[src/rtl/usb_tx_pkg.sv]
// Shared types for the USB transmit scheduler: packet codes, FSM states, line states.
package usb_tx_pkg;

  typedef enum logic [1:0] {
    NONE = 2'b00,
    DATA = 2'b01,
    ACK  = 2'b10,
    NAK  = 2'b11
  } tx_packet_t;

  typedef enum logic [2:0] {
    IDLE,
    LAUNCH,
    WAIT_SOP,
    ACTIVE,
    EOP,
    GAP
  } sched_state_t;

  // Line state encoded as {dplus, dminus}
  localparam logic [1:0] LINE_J   = 2'b10;
  localparam logic [1:0] LINE_K   = 2'b01;
  localparam logic [1:0] LINE_SE0 = 2'b00;

endpackage

[src/rtl/usb_tx_line_mon.sv]
// Decodes the transmitter's line outputs and flags start-of-packet and EOP completion.
// Both flags are single-cycle, combinational against the previous-cycle line state.
module usb_tx_line_mon
  import usb_tx_pkg::*;
(
  input  logic       clk,
  input  logic       n_rst,
  input  logic       dplus_out,
  input  logic       dminus_out,
  output logic [1:0] line,
  output logic       sop,
  output logic       eop_done
);

  logic [1:0] prev;

  assign line     = {dplus_out, dminus_out};
  assign sop      = (prev == LINE_J)   && (line != LINE_J);
  assign eop_done = (prev == LINE_SE0) && (line == LINE_J);

  // Remember last cycle's line state; the bus idles in J.
  always_ff @(posedge clk or negedge n_rst) begin
    if (!n_rst) prev <= LINE_J;
    else        prev <= line;
  end

endmodule

[src/rtl/usb_tx_sched.sv]
// Transmit scheduler: arbitrates handshake vs. data requests, launches packets into
// usb_tx, follows the packet on the line, enforces the inter-packet gap and a timeout.
module usb_tx_sched
  import usb_tx_pkg::*;
#(
  parameter int CLKS_PER_BIT   = 4,
  parameter int GAP_BITS       = 2,
  parameter int TIMEOUT_CYCLES = 4096,
  parameter int MAX_DATA       = 64
) (
  input  logic       clk,
  input  logic       n_rst,
  input  logic       hs_req,
  input  logic       hs_type,
  input  logic       data_req,
  input  logic [6:0] data_size,
  output logic       hs_gnt,
  output logic       data_gnt,
  output logic [1:0] tx_packet,
  output logic [6:0] tx_packet_size,
  input  logic       get_tx_packet_data,
  output logic       buffer_pop,
  input  logic       dplus_out,
  input  logic       dminus_out,
  output logic       tx_busy,
  output logic       tx_done,
  output logic       tx_err
);

  localparam int GAP_CYC = GAP_BITS * CLKS_PER_BIT;
  localparam int GW      = $clog2(GAP_CYC + 1);
  localparam int TW      = $clog2(TIMEOUT_CYCLES + 1);
  localparam logic [GW-1:0] GAP_LAST = GW'(GAP_CYC - 1);
  localparam logic [TW-1:0] TO_LAST  = TW'(TIMEOUT_CYCLES - 1);
  localparam logic [6:0]    MAX_SZ   = 7'(MAX_DATA);

  sched_state_t state, state_n;
  tx_packet_t   type_q, type_n, pkt_q, pkt_n;
  logic [6:0]   size_q, size_n, pop_cnt;
  logic [GW-1:0] gap_cnt;
  logic [TW-1:0] to_cnt;
  logic hs_gnt_n, data_gnt_n, done_n, err_n, busy_n;
  logic timeout;
  logic [1:0] line;
  logic sop, eop_done;

  usb_tx_line_mon u_line_mon (
    .clk        (clk),
    .n_rst      (n_rst),
    .dplus_out  (dplus_out),
    .dminus_out (dminus_out),
    .line       (line),
    .sop        (sop),
    .eop_done   (eop_done)
  );

  assign tx_packet      = pkt_q;
  assign tx_packet_size = size_q;
  assign timeout        = (to_cnt == TO_LAST);

  // Byte fetches pass straight through, but only while our own DATA packet is on the wire.
  assign buffer_pop = get_tx_packet_data && (type_q == DATA) &&
                      ((state == WAIT_SOP) || (state == ACTIVE));

  // Next-state and next-output decode. The grant that ends IDLE is still visible
  // in the following IDLE cycle after an oversize reject, so arbitration is held
  // off while data_gnt is high to avoid granting the same request twice.
  always_comb begin
    state_n    = state;
    type_n     = type_q;
    pkt_n      = pkt_q;
    size_n     = size_q;
    hs_gnt_n   = 1'b0;
    data_gnt_n = 1'b0;
    done_n     = 1'b0;
    err_n      = 1'b0;
    busy_n     = tx_busy;
    case (state)
      IDLE: begin
        if (!data_gnt) begin
          if (hs_req) begin
            state_n  = LAUNCH;
            hs_gnt_n = 1'b1;
            type_n   = hs_type ? NAK : ACK;
            pkt_n    = hs_type ? NAK : ACK;
            size_n   = 7'd0;
            busy_n   = 1'b1;
          end else if (data_req) begin
            data_gnt_n = 1'b1;
            if (data_size > MAX_SZ) begin
              err_n = 1'b1;
            end else begin
              state_n = LAUNCH;
              type_n  = DATA;
              pkt_n   = DATA;
              size_n  = data_size;
              busy_n  = 1'b1;
            end
          end
        end
      end
      LAUNCH: state_n = WAIT_SOP;
      WAIT_SOP: begin
        if (timeout) begin
          state_n = GAP;
          pkt_n   = NONE;
          err_n   = 1'b1;
        end else if (sop) begin
          state_n = ACTIVE;
          pkt_n   = NONE;
        end
      end
      ACTIVE: begin
        if (timeout) begin
          state_n = GAP;
          pkt_n   = NONE;
          err_n   = 1'b1;
        end else if (line == LINE_SE0) begin
          state_n = EOP;
        end
      end
      EOP: begin
        if (timeout) begin
          state_n = GAP;
          pkt_n   = NONE;
          err_n   = 1'b1;
        end else if (eop_done) begin
          state_n = GAP;
          if ((type_q == DATA) && (pop_cnt != size_q)) err_n  = 1'b1;
          else                                         done_n = 1'b1;
        end
      end
      GAP: begin
        if (gap_cnt == GAP_LAST) begin
          state_n = IDLE;
          busy_n  = 1'b0;
        end
      end
      default: state_n = IDLE;
    endcase
  end

  // State and registered outputs.
  always_ff @(posedge clk or negedge n_rst) begin
    if (!n_rst) begin
      state    <= IDLE;
      type_q   <= NONE;
      pkt_q    <= NONE;
      size_q   <= 7'd0;
      hs_gnt   <= 1'b0;
      data_gnt <= 1'b0;
      tx_done  <= 1'b0;
      tx_err   <= 1'b0;
      tx_busy  <= 1'b0;
    end else begin
      state    <= state_n;
      type_q   <= type_n;
      pkt_q    <= pkt_n;
      size_q   <= size_n;
      hs_gnt   <= hs_gnt_n;
      data_gnt <= data_gnt_n;
      tx_done  <= done_n;
      tx_err   <= err_n;
      tx_busy  <= busy_n;
    end
  end

  // Pop, timeout and gap counters; each restarts when its phase is entered.
  always_ff @(posedge clk or negedge n_rst) begin
    if (!n_rst) begin
      pop_cnt <= 7'd0;
      to_cnt  <= '0;
      gap_cnt <= '0;
    end else begin
      if (state == LAUNCH)                        pop_cnt <= 7'd0;
      else if (buffer_pop && (pop_cnt != 7'd127)) pop_cnt <= pop_cnt + 7'd1;

      if ((state == WAIT_SOP) || (state == ACTIVE) || (state == EOP)) to_cnt <= to_cnt + 1'b1;
      else                                                           to_cnt <= '0;

      if (state == GAP) gap_cnt <= gap_cnt + 1'b1;
      else              gap_cnt <= '0;
    end
  end

endmodule

[config.mk]
export PLATFORM = sky130hd
export DESIGN_NAME = usb_tx_sched
export DESIGN_NICKNAME = d
export VERILOG_FILES = /design/src/rtl/usb_tx_pkg.sv /design/src/rtl/usb_tx_line_mon.sv /design/src/rtl/usb_tx_sched.sv
export SDC_FILE = /design/constraint.sdc
export NUM_CORES = 1
export LEC_CHECK = 0
export ABC_AREA = 1
export BUFFER_PORTS_ARGS = -buffer_cell sky130_fd_sc_hd__buf_2
export CAP_MARGIN = 20
export CORE_MARGIN = 1.5
export CORE_UTILIZATION = 45
export CTS_CLUSTER_DIAMETER = 40
export DETAILED_ROUTE_END_ITERATION = 16
export GPL_TIMING_DRIVEN = 0
export PLACE_DENSITY = 0.69
export RECOVER_POWER = 25
export SLEW_MARGIN = 0
export SYNTH_ARGS = -nofsm -noshare
export SYNTH_HDL_FRONTEND = slang
export SYNTH_SLANG_ARGS = --single-unit
[constraint.sdc]
create_clock -name clk -period 2 [get_ports clk]
set_input_delay 0.1 -clock clk [delete_from_list [all_inputs] [get_ports clk]]
set_output_delay 0.1 -clock clk [all_outputs]
set_load 0.005 [all_outputs]
## After elaboration in Yosys (flattened, before gate mapping)

Index checks and enable logic that the tools add are counted.
Widths: inputs -> output; s select.

| word-level totals | value |
|---|---|
| bits in registers | 45 |
| output and inout port bits | 15 |
| logic and storage cells | 115 |

| cells by class | value |
|---|---|
| $add $sub $neg | 3 |
| $lt $le $gt $ge | 1 |
| equality and inequality tests | 22 |
| mux-type cells | 54 |
| bitwise operators | 1 |
| reduce and logical (&&, ||, !) cells | 21 |

Operators with widths:

| kind | number |
|---|---|
| $mux 7 | 5 |
| $mux 3 | 11 |
| $mux 1 | 25 |
| $pmux 3 s6 | 1 |
| $mux 2 | 7 |
| $add 13x1->13 const B | 1 |
| $eq 13x12->1 const B | 1 |
| $mux 13 | 1 |
| $ne 3x3->1 const B | 4 |
| $ne 2x2->1 const B | 4 |
| $add 7x1->7 const B | 1 |
| $gt 7x7->1 const B | 1 |
| $ne 7x7->1 | 1 |
| $ne 7x7->1 const B | 1 |
| $reduce_and 7->1 | 1 |
| $eq 3x2->1 const B | 2 |
| $eq 3x3->1 const B | 2 |
| $logic_and 1x1->1 | 6 |
| $pmux 2 s3 | 1 |
| $reduce_and 6->1 | 1 |
| $reduce_bool 2->1 | 3 |
| $reduce_and 5->1 | 1 |
| $add 4x1->4 const B | 1 |
| $eq 2x2->1 const B | 2 |
| other kinds (15) | 18 |

## Longest topological paths before layout

Gate-level depths: netlist of run 1.

| depth | value |
|---|---|
| depth in word-level cells | 6 |
| gate-level depth with buffers | 11 |

## By module

A second synthesis of run 1 with hierarchy kept.

| second synthesis, totals | value |
|---|---|
| cells, all modules | 293 |
| area total of the unflattened synthesis | 2377.3 sq um |

Modules (own cells, without submodules):

| module | instances | cells each | area each (sq um) | sequential area each (sq um) |
|---|---|---|---|---|
| usb_tx_sched | 1 | 279 | 2273.4 | 1076.0 |
| usb_tx_line_mon | 1 | 14 | 103.8 | 51.3 |

## Least setup slack after synthesis of run 1

Ideal clock, no wire load.

| timing path | value |
|---|---|
| path kind | flip-flop to flip-flop |
| start point | register to_cnt[0] |
| end point | register pkt_q[0], in the netlist tx_packet[0] |
| arrival time | 1292 ps |
| slack | 585 ps |
| stages on the path, launching flop included | 9 |
| buffers on the path | 0 |
| period minus slack after synthesis | 1415 ps |
| path through | dfrtp_1 -> ha_1 -> nand2_1 -> nor2_2 -> nand4_2 -> o21ai_0 -> nand3_1 -> nand2_1 -> nand2_1 |

| on the way | value |
|---|---|
| longest elaborated chain between the ends | 3 |
| elaborated cells between the ends (all ways) | 6 |
| classes of those cells | 3 x eq/ne; 2 x mux; 1 x reduce/logical |

RTL lines:

| item | line | source |
|---|---|---|
| from (decl) | usb_tx_sched.sv:41 | `logic [TW-1:0] to_cnt;` |
| from (signal assigned) | usb_tx_sched.sv:178 | `if ((state == WAIT_SOP) \|\| (state == ACTIVE) \|\| (state == EOP)) to_cnt <= to_cnt + 1'b1;` |
| $eq 13x12->1 * | usb_tx_sched.sv:59 | `assign timeout = (to_cnt == TO_LAST);` |
| $ne 3x3->1 (no source line), or another cell as far along | n/a |  |
| $reduce_and 6->1 (no source line) / $pmux 2 s3 (equally long branches) | n/a |  |
| to (signal assigned) | usb_tx_sched.sv:158 | `pkt_q <= pkt_n;` |
| to (decl) | usb_tx_sched.sv:38 | `tx_packet_t type_q, type_n, pkt_q, pkt_n;` |

Every way passes the cells marked *; elsewhere a longest branch is shown, timed or not.
A chain may end at the register's enable or synchronous reset.

## Final worst setup path of run 1

Ends and elaborated chain as after synthesis.

==> results.py, run 1 <==
metrics = {
    "floorplan": {
        "fp.dieW_um": 74.1,
        "dieArea_um2": 5490,
        "pin_count": 30,
        "core_area_um2": 4790,
        "die_y_um": 74.1,
        "start_util_pct": 47.5,
        "row_count": 25,
    },
    "setup_path": {
        "cpMostUsedCell": "nand2_1",
        "cp_slowest_stage_delay_ns": 0.37,
        "crit_type": "flop to flop",
        "worstPathArrival_ns": 1.86,
        "cp_slowest_cell": "dfrtp_1",
        "path_cells": "ha_1, nand2_1, nor2_2, nand4_2, o21ai_0, nand3_1, nand2_1, nand2_1",
        "path_buf_inv": 0,
        "cp_top_family": "simple AND/OR/NAND/NOR gates",
        "rr_startpoint": "to_cnt[0]",
        "rrSetupSlack_ns": 0.32,
        "required_ns": 2.18,
        "worstReg2RegEnd": "tx_packet[0]",
        "reg2reg_depth": 8,
        "startpoint_type": "flop",
        "crit_fanout": 8,
        "cp-end-kind": "flop",
    },
    "timing": {
        "fmax_ghz": 0.596,
        "period_minus_slack_ns": 1.68,
        "hold_violations": 0,
        "slew_headroom_pct": 32.5,
        "setup_viol": 0,
        "period_share_pct": 83.9,
        "slew_violations": 0,
        "setup-tns-final_ns": 0,
        "tightest_slew_ns": 1.01,
        "skew_ns": 0.00395,
        "whs_ns": 0.0400,
        "rsz0062_at_grt": "no",
    },
    "route": {
        "firstDrtPassIters": 4,
        "drtIter0Drc": 86,
        "wl_um": 4610,
        "ant_nets": 0,
        "dr_total_vias": 1937,
        "viasPerCell": 4.94,
        "post_drt_wl_per_cell_um": 11.8,
        "drcViolationCount": 0,
    },
    "global_route": {
        "grt_max_degree": 46,
        "grt.overflow.total": 0,
        "grt_pass1_wl_um": 8000,
        "antenna_found_initial": 0,
        "grt_pass1_vias": 1790,
        "grtUsageTotal_pct": 19.0,
    },
    "clock_network": {
        "clock_sinks": 45,
        "cts_inserted_buffers": 5,
        "clock_path_buffers": 2,
        "cts_setup_buffers": 0,
        "clk_pin_slew_ns": 0.08,
        "root_buffer": "clkbuf_8",
        "clock_latency_ns": 0.30,
        "cts_htree_levels": 2,
        "tritoncts": "done",
    },
    "power_and_ir_drop": {
        "p_leak_nw": 1.33,
        "pwr-share-comb_pct": 37.7,
        "p_int_mw": 1.79,
        "ir_drop_uv": 716,
        "total_power_mw": 2.93,
        "p_clk_share_pct": 21.0,
        "p_sw_mw": 1.14,
        "cellPowerDensity_nw_per_um2": 1110,
        "seqPwrFrac_pct": 41.4,
        "switching_share_pct": 38.9,
    },
    "outcome": {
        "status": "complete, no violations",
    },
    "synthesis": {
        "asyncSetResetFlopFracSynth_pct": 100,
        "synth.top_cells.by_count": "nand2_1, dfrtp_1, inv_1, nor2_1, nand3_1",
        "syn_area_um2": 2270,
        "synthMostInstantiatedCell": "nand2_1",
        "yosysWarnings": 0,
        "synthTopCellsByArea": "dfrtp_1, nand2_1, inv_1",
        "synthCells": 284,
        "synth.distinct_cells": 25,
        "synth_nets": 302,
        "ys.flop_type": "dfrtp_1",
        "synth.ff_latch_count": 45,
        "synth_top_area_share_pct": 48.4,
        "ys_seq_area_share_pct": 49.6,
        "synth_edf_count": 0,
        "synth_area_leader_cell": "dfrtp_1",
        "syn_area_per_cell_um2": 8.01,
    },
    "final_layout": {
        "syn_to_final_growth_pct": 15.9,
        "num-fill-cells": 476,
        "finalNetCount": 342,
        "layout-drive-gt1-share_pct": 18.5,
        "antennaDiodeCount": 0,
        "fin_util_pct": 55.1,
    },
    "worst_hold_path": {
        "holdPathEnd": "tx_packet_size[2]",
        "holdCritStartpoint": "data_size[2]",
        "holdCritPathClass": "input pin to flop",
        "holdPathStages": 3,
    },
    "placed_design": {
        "portBuffers": 29,
        "hpwl_um": 3380,
        "gp_congestion": 0.850,
    },
    "flow_run": {
        "drv_cap": 0,
    },
}
## state kept, by name, indices dropped and copies added, names as in the netlist
signal / flops
state: 3
u_line_mon.prev: 2
tx_err: 1
tx_busy: 1
tx_packet: 2
tx_done: 1
type_q: 2
hs_gnt: 1
gap_cnt: 4
to_cnt: 13
pop_cnt: 7
data_gnt: 1
tx_packet_size: 7
## cell usage in the layout (no fill, tap or decap), types with 2 or more instances in the layout
cell / count
xnor2_1: 2
buf_2: 26
a31oi_1: 2
nor3_1: 8
nand3_1: 21
inv_2: 7
xor2_1: 4
o21ai_0: 19
a21oi_1: 20
nor2_2: 6
dlygate4sd3_1: 3
nand2_1: 66
nand4_1: 5
dfrtp_1: 44
nor2_4: 5
nor2_1: 29
clkbuf_8: 7
inv_1: 32
clkbuf_1: 3
ha_1: 3
nand2_2: 3
## layer usage
metal  wire (µm)  GRT usage [%]
met5           0              0
met4          49           5.97
met3         177           4.88
met2        2110           28.5
met1        2270           27.2
## per-stage QoR
step / setup slack (ns) / cells / area [µm²]
3_5_place_dp: 0.320 / 380 / 2500
3_3_place_gp: 0.350 / 380 / 2500
4_1_cts: 0.311 / 390 / 2630
5_1_grt: 0.153 / 392 / 2640
6_report: 0.322 / 392 / 2640
2_1_floorplan: 0.585 / 284 / 2270
## repair_timing
action,in CTS,in global routing
hold buffers,2,1
setup endpoints to repair,0,0
resized for setup,0,0
endpoints found under the hold margin,2,44
## how the worst max path moves through the flow
stage	from	to	slack, ns	cells past startpoint
5_1_grt	to_cnt[0]	tx_packet[0]	0.15	8
4_1_cts	to_cnt[0]	tx_packet[0]	0.31	8
3_5_place_dp	to_cnt[0]	tx_packet[0]	0.32	8
3_3_place_gp	to_cnt[0]	tx_packet[0]	0.35	8
2_1_floorplan	to_cnt[0]	tx_packet[0]	0.58	8
6_report	to_cnt[0]	tx_packet[0]	0.32	8
## area by class of cell
type | count | area (µm²) | share of cell area (%)
Buffer | 1 | 11.3 | 0.427
Clock inverter | 1 | 5.00 | 0.190
Sequential cell | 45 | 1130 | 42.8
Timing Repair Buffer | 33 | 176 | 6.69
Tap cell | 67 | 83.8 | 3.18
Multi-Input combinational cell | 199 | 990 | 37.5
Clock buffer | 7 | 96.3 | 3.65
Inverter | 39 | 146 | 5.55
## tightest hold or removal path, stage by stage
cell and delay [ns]:
buf_2 0.09, nand3_1 0.06, nand2_1 0.06
## power groups by stage
stage | Sequential (mW) | Clock (mW) | Combinational (mW)
3_3_place_gp | 1.22 | 0 | 1.09
6_report | 1.21 | 0.613 | 1.10
4_1_cts | 1.21 | 0.628 | 1.11
3_5_place_dp | 1.23 | 0 | 1.10
2_1_floorplan | 1.21 | 0 | 0.789
5_1_grt | 1.24 | 0.661 | 1.28
## logic make-up after synthesis
family / after synthesis / synth area share [%]
AOI/OAI and AO/OA: 44 / 10.1
xor gates and xnor gates: 6 / 2.31
adders and majority gates: 3 / 1.65
buffers and inverters: 40 / 6.93
DFF: 45 / 49.6
and+or+nand+nor: 146 / 29.5
(Power assumes the default switching activity.)
==> inputs of run 2 (changes only) <==
- clock period: 2 -> 1.7 ns (I/O delays scaled with it)
==> run 2 against run 1 <==
- non-clock buffer count up 3
- critical path type unchanged
- via count up 1.1%
- highest routed layer unchanged
- sequential share of layout area down 0.89 points
==> results.py, run 2 (synthesis results as in run 1) <==
metrics = {
    "floorplan": {
        "pin_count": 30,
        "row_count": 25,
        "core_area_um2": 4790,
        "die_y_um": 74.1,
        "dieArea_um2": 5490,
        "start_util_pct": 47.5,
        "fp.dieW_um": 74.1,
    },
    "global_route": {
        "antenna_found_initial": 0,
        "grt_pass1_wl_um": 8000,
        "grt_max_degree": 46,
        "grt.overflow.total": 0,
        "grt_pass1_vias": 1790,
        "grtUsageTotal_pct": 19.0,
    },
    "timing": {
        "skew_ns": 0.00474,
        "hold_violations": 0,
        "period_minus_slack_ns": 1.57,
        "slew_violations": 0,
        "whs_ns": 0.0249,
        "setup-tns-final_ns": 0,
        "tightest_slew_ns": 1.01,
        "fmax_ghz": 0.637,
        "slew_headroom_pct": 32.7,
        "period_share_pct": 92.3,
        "rsz0062_at_grt": "no",
        "setup_viol": 0,
    },
    "clock_network": {
        "root_buffer": "clkbuf_8",
        "clk_pin_slew_ns": 0.08,
        "cts_htree_levels": 2,
        "clock_path_buffers": 2,
        "cts_inserted_buffers": 5,
        "clock_latency_ns": 0.30,
        "tritoncts": "done",
        "clock_sinks": 45,
    },
    "power_and_ir_drop": {
        "p_leak_nw": 1.36,
        "ir_drop_uv": 848,
        "cellPowerDensity_nw_per_um2": 1290,
        "total_power_mw": 3.48,
    },
    "final_layout": {
        "largest_register_ffs": 13,
        "syn_to_final_growth_pct": 18.4,
        "final_common_cell": "nand2_1",
        "antennaDiodeCount": 0,
        "fin_util_pct": 56.3,
        "top_register": "to_cnt",
        "layout-drive-gt1-share_pct": 20.7,
        "num-fill-cells": 469,
        "finalNetCount": 345,
        "final_cell_mix": "nand2_1, dfrtp_1, inv_1",
    },
    "route": {
        "wl_um": 4660,
        "wl_met3_um": 196,
        "firstDrtPassIters": 4,
        "post_drt_wl_per_cell_um": 11.8,
        "wl_met1_um": 2260,
        "dr_total_vias": 1958,
        "top_layer": "met4",
        "ant_nets": 0,
        "drcViolationCount": 0,
        "viasPerCell": 4.96,
        "drtIter0Drc": 73,
        "dr_wl_met2_um": 2140,
    },
    "setup_path": {
        "crit_type": "flop to flop",
        "startpoint_type": "flop",
        "cp-end-kind": "flop",
        "required_ns": 1.89,
        "worstPathArrival_ns": 1.75,
        "crit_fanout": 8,
    },
    "placed_design": {
        "hpwl_um": 3380,
        "portBuffers": 29,
        "gp_congestion": 0.850,
    },
    "outcome": {
        "status": "complete, no violations",
    },
    "worst_hold_path": {
        "holdCritPathClass": "input pin to flop",
    },
    "flow_run": {
        "drv_cap": 0,
    },
}
-- run 2: changes by cell type in the layout (fill, tap and decap cells not counted), moves of 2 or more --
| cell | before | now |
|---|---|---|
| buf_4 | 0 | 3 |
| ha_1 | 3 | 1 |
| ha_2 | 0 | 2 |
| nor2_4 | 5 | 7 |
-- run 2: layout make-up --
cell class | instances | area (µm²) | area share [%]
inverters | 39 | 146 | 5.44
flip-flops and latches | 45 | 1130 | 41.9
well taps | 67 | 83.8 | 3.11
multi-input cells | 199 | 1020 | 38.0
plain buffers | 1 | 11.3 | 0.418
clock inverters | 1 | 5.00 | 0.186
clock buffers | 7 | 96.3 | 3.58
repair buffers | 36 | 199 | 7.39
-- run 2: worst paths after layout --
kind	from	endpoint	slack [ns]	cells after the start
max in group asynchronous	n_rst	tx_err	0.35	3
min in group asynchronous	n_rst	to_cnt[8]	0.13	2
setup / recovery	to_cnt[0]	tx_packet[0]	0.13	8
hold / removal	data_size[2]	tx_packet_size[2]	0.02	3
setup reg to reg	to_cnt[0]	tx_packet[0]	0.13	8
hold reg to reg	gap_cnt[0]	gap_cnt[0]	0.46	1
-- run 2: timing repair --
| item | in CTS | in global routing |
|---|---|---|
| hold buffers | 3 | 0 |
| resized for setup | 0 | 9 |
| endpoints found under the hold margin | 46 | 0 |
| setup endpoints to repair | 0 | 14 |
| setup buffers | 0 | 3 |
-- run 2: report_power, final --
group	internal [mW]	leakage (nW)	total [mW]	switching [mW]
clock network	0.368	0.0542	0.725	0.358
registers	1.27	0.601	1.42	0.155
logic	0.483	0.709	1.33	0.847
-- run 2: critical path, cell delays in order, from the launching register on --
cell,delay (ns)
dfrtp_1,0.38
ha_2,0.19
nand2_1,0.10
nor2_4,0.17
nand4_4,0.18
o21ai_0,0.19
nand3_1,0.12
nand2_1,0.08
nand2_1,0.04
-- run 2: layer usage --
metal	track usage (%)	vias to the layer above
li1	-	1006
met1	27.2	909
met2	28.5	38
met3	4.88	5
met4	5.97	0
met5	0	-
-- run 2: through the flow --
step / cells / cell area [µm²] / setup WS (ns)
after floorplan: 284 / 2270 / 0.285
after global placement: 380 / 2500 / 0.0496
after detailed placement: 380 / 2500 / 0.0200
after CTS: 391 / 2640 / 0.0111
after global routing: 395 / 2690 / 0.00258
final: 395 / 2690 / 0.131
